--- config.mk ---
export PLATFORM = sky130hd
export DESIGN_NAME = vecmac_seq
export DESIGN_NICKNAME = d
export VERILOG_FILES = /design/src/rtl/vecmac_seq.sv
export SDC_FILE = /design/constraint.sdc
export NUM_CORES = 1
export LEC_CHECK = 0
export CORE_MARGIN = 4
export CORE_UTILIZATION = 48
export CTS_CLUSTER_SIZE = 24
export DETAILED_ROUTE_END_ITERATION = 6
export PLACE_DENSITY = 0.77
export RECOVER_POWER = 100
export SYNTH_ARGS = -nofsm -noshare
export SYNTH_HDL_FRONTEND = slang
export SYNTH_SLANG_ARGS = --single-unit
--- constraint.sdc ---
create_clock -name clk_i -period 2.98 [get_ports clk_i]
set_input_delay 0.298 -clock clk_i [delete_from_list [all_inputs] [get_ports clk_i]]
set_output_delay 0.298 -clock clk_i [all_outputs]
set_load 0.1 [all_outputs]
--- src/rtl/vecmac_seq.sv ---
// vecmac_seq: runs one unsigned int8 dot-product job through an external pipelined
// 8x8 multiplier. Operand pairs are pulled over a valid/ready stream and forwarded
// one multiply per accepted pair. Returned products are counted and summed, and done
// pulses with the final sum. The multiplier latency is not assumed; completion is
// detected only by counting returned products.
module vecmac_seq #(
    parameter int unsigned LEN_W = 8,
    parameter int unsigned ACC_W = 32
) (
    input  logic             clk_i,
    input  logic             rst_i,
    input  logic             start_i,
    input  logic [LEN_W-1:0] len_i,
    output logic             busy_o,
    input  logic             op_valid_i,
    output logic             op_ready_o,
    input  logic [7:0]       op_a_i,
    input  logic [7:0]       op_b_i,
    output logic             mul_in_valid_o,
    output logic [7:0]       mul_a_o,
    output logic [7:0]       mul_b_o,
    input  logic             mul_out_valid_i,
    input  logic [15:0]      mul_product_i,
    output logic             done_o,
    output logic [ACC_W-1:0] result_o
);

    typedef enum logic [1:0] {StIdle, StIssue, StDrain, StDone} state_e;

    state_e             state_q, state_d;
    logic [LEN_W-1:0]   len_q, len_d;
    logic [LEN_W-1:0]   issued_q, issued_d;
    logic [LEN_W-1:0]   recv_q, recv_d;
    logic [ACC_W-1:0]   acc_q, acc_d;
    logic [ACC_W-1:0]   result_q, result_d;
    logic               accept;

    // Next-state, counter/accumulator updates and handshake outputs.
    always_comb begin
        state_d    = state_q;
        len_d      = len_q;
        issued_d   = issued_q;
        recv_d     = recv_q;
        acc_d      = acc_q;
        result_d   = result_q;
        op_ready_o = 1'b0;
        busy_o     = 1'b1;
        done_o     = 1'b0;

        // Products may return during ISSUE as well as DRAIN; outside those they are dropped.
        if ((state_q == StIssue || state_q == StDrain) && mul_out_valid_i) begin
            recv_d = recv_q + LEN_W'(1);
            acc_d  = acc_q + ACC_W'(mul_product_i);
        end

        if (state_q == StIssue) begin
            op_ready_o = (issued_q < len_q);
        end
        accept = op_valid_i && op_ready_o;
        if (accept) begin
            issued_d = issued_q + LEN_W'(1);
        end

        unique case (state_q)
            StIdle: begin
                busy_o = 1'b0;
                if (start_i) begin
                    acc_d = '0;
                    if (len_i == '0) begin
                        result_d = '0;
                        state_d  = StDone;
                    end else begin
                        len_d    = len_i;
                        issued_d = '0;
                        recv_d   = '0;
                        state_d  = StIssue;
                    end
                end
            end
            StIssue: begin
                if (accept && issued_d == len_q) begin
                    // A zero-latency multiplier could complete on the same cycle.
                    if (recv_d == len_q) begin
                        result_d = acc_d;
                        state_d  = StDone;
                    end else begin
                        state_d = StDrain;
                    end
                end
            end
            StDrain: begin
                if (recv_d == len_q) begin
                    result_d = acc_d;
                    state_d  = StDone;
                end
            end
            StDone: begin
                done_o  = 1'b1;
                state_d = StIdle;
            end
            default: state_d = StIdle;
        endcase
    end

    // Issue path is a straight combinational forward of the accepted pair.
    always_comb begin
        mul_in_valid_o = op_valid_i && op_ready_o;
        mul_a_o        = op_a_i;
        mul_b_o        = op_b_i;
        result_o       = result_q;
    end

    // State and datapath registers with synchronous reset.
    always_ff @(posedge clk_i) begin
        if (rst_i) begin
            state_q  <= StIdle;
            len_q    <= '0;
            issued_q <= '0;
            recv_q   <= '0;
            acc_q    <= '0;
            result_q <= '0;
        end else begin
            state_q  <= state_d;
            len_q    <= len_d;
            issued_q <= issued_d;
            recv_q   <= recv_d;
            acc_q    <= acc_d;
            result_q <= result_d;
        end
    end

endmodule
## After elaboration in Yosys (flattened, before gate mapping)

Cells that the tools add are included.

- Flip-flop bits (word level): 90
- Input bits: 45
- Output and inout bits: 52
- Logic and storage cells: 55

- $add $sub $neg: 3
- $lt $le $gt $ge: 1
- Equal/unequal tests: 9
- Mux-type cells: 25
- Bitwise operators: 1
- Reductions and logical operators: 10

Operator list:

| kind | number |
|---|---|
| $mux W32 | 7 |
| $pmux W32 S3 | 1 |
| $mux W8 | 8 |
| $add A32 B16 Y32 | 1 |
| $add A8 B1 Y8 const B | 2 |
| $eq A8 B8 Y1 | 2 |
| $logic_not A8 Y1 | 1 |
| $lt A8 B8 Y1 | 1 |
| $mux W2 | 4 |
| $pmux W2 S4 | 1 |
| $reduce_and A3 Y1 | 2 |
| $eq A2 B2 Y1 const B | 2 |
| $mux W1 | 4 |
| $ne A2 B1 Y1 const B | 2 |
| $ne A2 B2 Y1 const B | 2 |
| $reduce_and A4 Y1 | 1 |
| $logic_and A1 B1 Y1 | 3 |
| $reduce_bool A3 Y1 | 1 |
| $eq A2 B1 Y1 const B | 1 |
| $logic_not A2 Y1 | 1 |
| $logic_or A1 B1 Y1 | 1 |
| $not A1 Y1 | 1 |

## Logic depth before layout (Yosys ltp)

- Word-level depth: 8
- Mapped depth: 13
- Gate-level depth less buffers: 10

## Worst setup path before layout

Ideal clock, no wire load.

- Path kind: register to register
- From: reg len_q[6]
- To: reg result_q[10], in the netlist result_o[10]
- Library setup time: 134 ps
- Arrival: 3466 ps
- Required time: 2846 ps
- Setup slack: -619 ps
- Cell stages (with the launch flop): 14
- Buffers on the path: 3
- Period minus slack after synthesis: 3599 ps
- Cell sequence: dfxtp_1 > inv_1 > ha_1 > and4_1 > and2_1 > a21oi_1 > and3_1 > clkbuf_1 > a41o_1 > o211ai_4 > buf_6 > buf_2 > nand3b_1 > o31ai_2

- Cells in the longest elaborated chain, start to end: 8
- Elaborated cells on any way between the ends: 12
- Classes of those cells: order compare: 1; eq/ne: 3; mux: 5; reduce/logical: 3

Ends and longest elaborated chain:

| item | RTL line | RTL |
|---|---|---|
| from (decl) | 31 | `logic [LEN_W-1:0] len_q, len_d;` |
| from (signal assigned) | 124 | `len_q <= len_d;` |
| $lt A8 B8 Y1 * | 57 | `op_ready_o = (issued_q < len_q);` |
| $mux W1 * | 56 | `if (state_q == StIssue) begin` |
| $logic_and A1 B1 Y1 * | n/a |  |
| net mul_in_valid_o | 19 | `output logic mul_in_valid_o,` |
| $mux W8 | 60 | `if (accept) begin` |
| $eq A8 B8 Y1 | 81 | `if (accept && issued_d == len_q) begin` |
| $logic_and A1 B1 Y1 * | 81 |  |
| $ne A2 B1 Y1 (no line) * | n/a |  |
| $reduce_and A4 Y1 (no line) * | n/a |  |
| to (signal assigned) | 128 | `result_q <= result_d;` |
| to (decl) | 35 | `logic [ACC_W-1:0] result_q, result_d;` |

The timed path passes the listed nets; every way through them passes the cells marked *. The select of a mux whose other input is x is not followed.
A chain may end at the register's enable or synchronous reset.

## Worst setup path after layout

- From: reg len_q[6]
- To: reg state_q[0]

- Cells in the longest elaborated chain, start to end: 8
- Elaborated cells on any way between the ends: 13
- Classes of those cells: order compare: 1; eq/ne: 4; mux: 5; reduce/logical: 3

Ends and longest elaborated chain:

| item | RTL line | RTL |
|---|---|---|
| $lt A8 B8 Y1 | 57 |  |
| $mux W1 | 56 |  |
| $logic_and A1 B1 Y1 | 59 | `accept = op_valid_i && op_ready_o;` |
| $mux W8 | 60 |  |
| $eq A8 B8 Y1 | 81 |  |
| $logic_and A1 B1 Y1 | 81 |  |
| $ne A2 B1 Y1 (no line) | n/a |  |
| $reduce_and A3 Y1 (no line) | n/a |  |
| to (signal assigned) | 116 | `state_q <= StIdle;` |
| to (signal assigned) | 123 | `state_q <= state_d;` |
| to (decl) | 30 | `state_e state_q, state_d;` |

Parallel ways exist; a longest one is shown, timed or not. The select of a mux whose other input is x is not followed.

==> results.json <==
{
  "arrival_ns": 3.21,
  "synth_ff_type": "dfxtp_1",
  "drc": 0,
  "period_needed_ns": 2.95,
  "finalWeightedCongestion": 0.912,
  "r2r_slack_ns": 0.03,
  "antenna_found_initial": 0,
  "period_share_pct": 98.9,
  "ys_ff_latch": 90,
  "placed_cells": 795,
  "cts_buffers": 9,
  "min_path_type": "in -> reg",
  "fp.dieArea_um2": 12500,
  "grt_first_pass_wirelength_um": 20700,
  "postSynthNetCount": 664,
  "clk_path_buf_depth": 2,
  "yosys_warnings": 0,
  "yosysSeqAreaShare_pct": 34.9,
  "synthCells": 589,
  "h-tree-depth": 3,
  "avgRoutedWirePerCell_um": 16.0,
  "vias_per_cell": 5.65,
  "ant_nets": 0,
  "startpoint_type": "flop",
  "setup_viol": 0,
  "postCtsHoldBufs": 0,
  "detailed_place_hpwl_um": 9340,
  "synth_edf_count": 0,
  "overflow": 0,
  "fillCellCount": 870,
  "postRouteWirelength_um": 13000,
  "cts_root_buf": "clkbuf_8",
  "grt_usage_pct": 20.1,
  "worst_pin_slew_ns": 1.18,
  "nNetsFinal": 752,
  "die_h_um": 112,
  "hold_violations": 0,
  "ff_latch_area_um2": 1810,
  "holdWs_ns": 0.421,
  "synthToLayoutAreaGrowth_pct": 22.1,
  "p_per_area_nw_per_um2": 699,
  "dr.pass1.iters": 5,
  "tns_ns": 0,
  "grt_max_degree": 36,
  "syn_area_um2": 5170,
  "io_buffers": 64,
  "fin_worst_skew_ns": 0.0136,
  "io-pin-count": 97,
  "cts_tree": "built",
  "num_vias": 4612,
  "peakVddDrop_mv": 0.376,
  "num_rows": 37,
  "cp-end-kind": "flop",
  "finalNonFillerCells": 817,
  "leakagePower_nw": 2.38,
  "multi_input_area_um2": 3110,
  "finalWorstSetupSlack_ns": 0.0341,
  "die_w_um": 112,
  "grt_pass1_vias": 4477,
  "drt_iter0_markers": 241,
  "path_clk_slew_ns": 0.09,
  "async_flop_share_pct": 0,
  "initial_utilization_pct": 49.6,
  "maxCapViolCount": 0,
  "critPathKind": "reg -> reg",
  "drive_gt1_share_pct": 15.1,
  "place_ws_ns": -0.506,
  "insertedDiodeCount": 0,
  "fin_util_pct": 60.6,
  "syn_area_per_cell_um2": 8.77,
  "coreArea_um2": 10400,
  "critical_path.max_fanout": 3,
  "synthDistinctLibCells": 59,
  "clk_latency_ns": 0.38,
  "fmax_mhz": 339,
  "cp.required_ns": 3.25,
  "cts.sinks": 90,
  "maxSlewViolCount": 0,
  "relSlewSlack_pct": 21.3,
  "outcome": "finished, final reports clean"
}
per-layer routing:
metal | wire length [µm] | up-vias | part of all wire (%) | GRT usage (%)
li1 | - | 2271 | - | -
met1 | 6000 | 2185 | 46 | 25.7
met2 | 6150 | 134 | 47 | 33.6
met3 | 625 | 22 | 4.8 | 3.32
met4 | 265 | 0 | 2.0 | 8.35
met5 | 0 | - | 0 | 0
cells in the final DEF, fill, tap and decap left out, types with 9 or more instances in the layout:
cell type | Yosys | layout
buf_4 | 18 | 48
clkbuf_1 | 19 | 39
o31ai_2 | 10 | 10
or3_1 | 9 | 9
and3_1 | 9 | 9
ha_1 | 29 | 26
clkbuf_8 | 0 | 9
nand3_1 | 20 | 20
o31ai_1 | 15 | 15
xnor2_1 | 27 | 27
o21ai_0 | 16 | 15
nand4_1 | 12 | 12
dfxtp_1 | 90 | 88
clkdlybuf4s50_1 | 0 | 26
nor2_1 | 60 | 59
a21oi_1 | 45 | 45
inv_1 | 16 | 14
nand3b_1 | 25 | 25
nand2_1 | 39 | 39
xor2_1 | 26 | 25
where the power goes:
part / switching [mW] / internal, mW
Clock: 0.441 / 0.553
Sequential: 0.0692 / 1.29
Combinational: 1.28 / 0.776
Total: 1.79 / 2.62
area by class of cell:
cell class                      count  share of cell area (%)
Multi-Input combinational cell    437                    49.4
Sequential cell                    90                    28.6
Timing Repair Buffer              123                    14.7
Tap cell                          136                    2.70
Clock buffer                       10                    2.02
Clock inverter                      5                    1.65
Inverter                           16                   0.972
synthesized netlist by cell type, drive strengths merged (2+ instances only):
| library cell | count | area (µm²) |
|---|---|---|
| a2111oi | 2 | 36.3 |
| a211o | 4 | 35.0 |
| a211oi | 4 | 30.0 |
| a21boi | 4 | 30.0 |
| a21o | 5 | 37.5 |
| a21oi | 45 | 225 |
| a221oi | 2 | 17.5 |
| a31oi | 8 | 50.1 |
| and2 | 7 | 43.8 |
| and3 | 9 | 56.3 |
| and4 | 4 | 35.0 |
| buf | 28 | 195 |
| clkbuf | 19 | 71.3 |
| dfxtp | 90 | 1800 |
| ha | 29 | 363 |
| inv | 16 | 60.1 |
| mux2i | 6 | 60.1 |
| nand2 | 39 | 146 |
| nand2b | 4 | 25.0 |
| nand3 | 20 | 100 |
| nand3b | 25 | 188 |
| nand4 | 13 | 96.3 |
| nor2 | 60 | 225 |
| nor2b | 4 | 25.0 |
| nor3 | 4 | 20.0 |
| nor4 | 3 | 33.8 |
| nor4b | 2 | 17.5 |
| o2111ai | 2 | 17.5 |
| o211ai | 3 | 36.3 |
| o21a | 6 | 45.0 |
| o21ai | 16 | 80.1 |
| o221ai | 3 | 26.3 |
| o31ai | 25 | 238 |
| or3 | 9 | 56.3 |
| xnor2 | 27 | 236 |
| xnor3 | 2 | 45.0 |
| xor2 | 26 | 228 |
final timing paths:
check | to | startpoint | cells after the start
worst max-delay path | state_q[0] | len_q[6] | 11
worst min-delay path | acc_q[0] | mul_product_i[0] | 4
worst max register to register | state_q[0] | len_q[6] | 11
worst min register to register | result_o[28] | result_o[28] | 2
state kept, by name, summed over array words and instances (netlist names):
name,cells
acc_q,32
result_o,32
issued_q,8
len_q,8
recv_q,8
state_q,2
critical path: stages (launching register included):
cell and delay [ns]:
dfxtp_1 0.34, inv_1 0.06, ha_1 0.31, and4_1 0.26, a211o_1 0.34, a2111oi_4 0.34
xnor3_1 0.21, a41o_4 0.26, buf_4 0.12, o21a_1 0.17, o21ai_0 0.11, a221oi_1 0.32
logic make-up after synthesis:
kind of cell               Yosys count  synth area share (%)
adders and majority gates           30                  7.41
muxes                                6                  1.16
buffers and inverters               63                  6.32
xor gates and xnor gates            55                  9.86
DFF                                 90                  34.9
AOI/OAI and AO/OA                  138                  19.1
and+or+nand+nor                    207                  21.3
through the flow:
stage	cell area, µm²	total power [mW]
after global routing	6310	4.62
after floorplan	5170	2.77
after detailed placement	6060	3.23
after CTS	6330	4.27
after global placement	6060	3.18
final	6310	4.41
timing repair:
item / in CTS / in global routing
buffers inserted: 2 / 3
gates cloned: 0 / 2
endpoints found under the setup margin: 18 / 33
pin swaps: 3 / 10
resized for setup: 7 / 22
No activity file was read; power rests on OpenSTA's default activity.
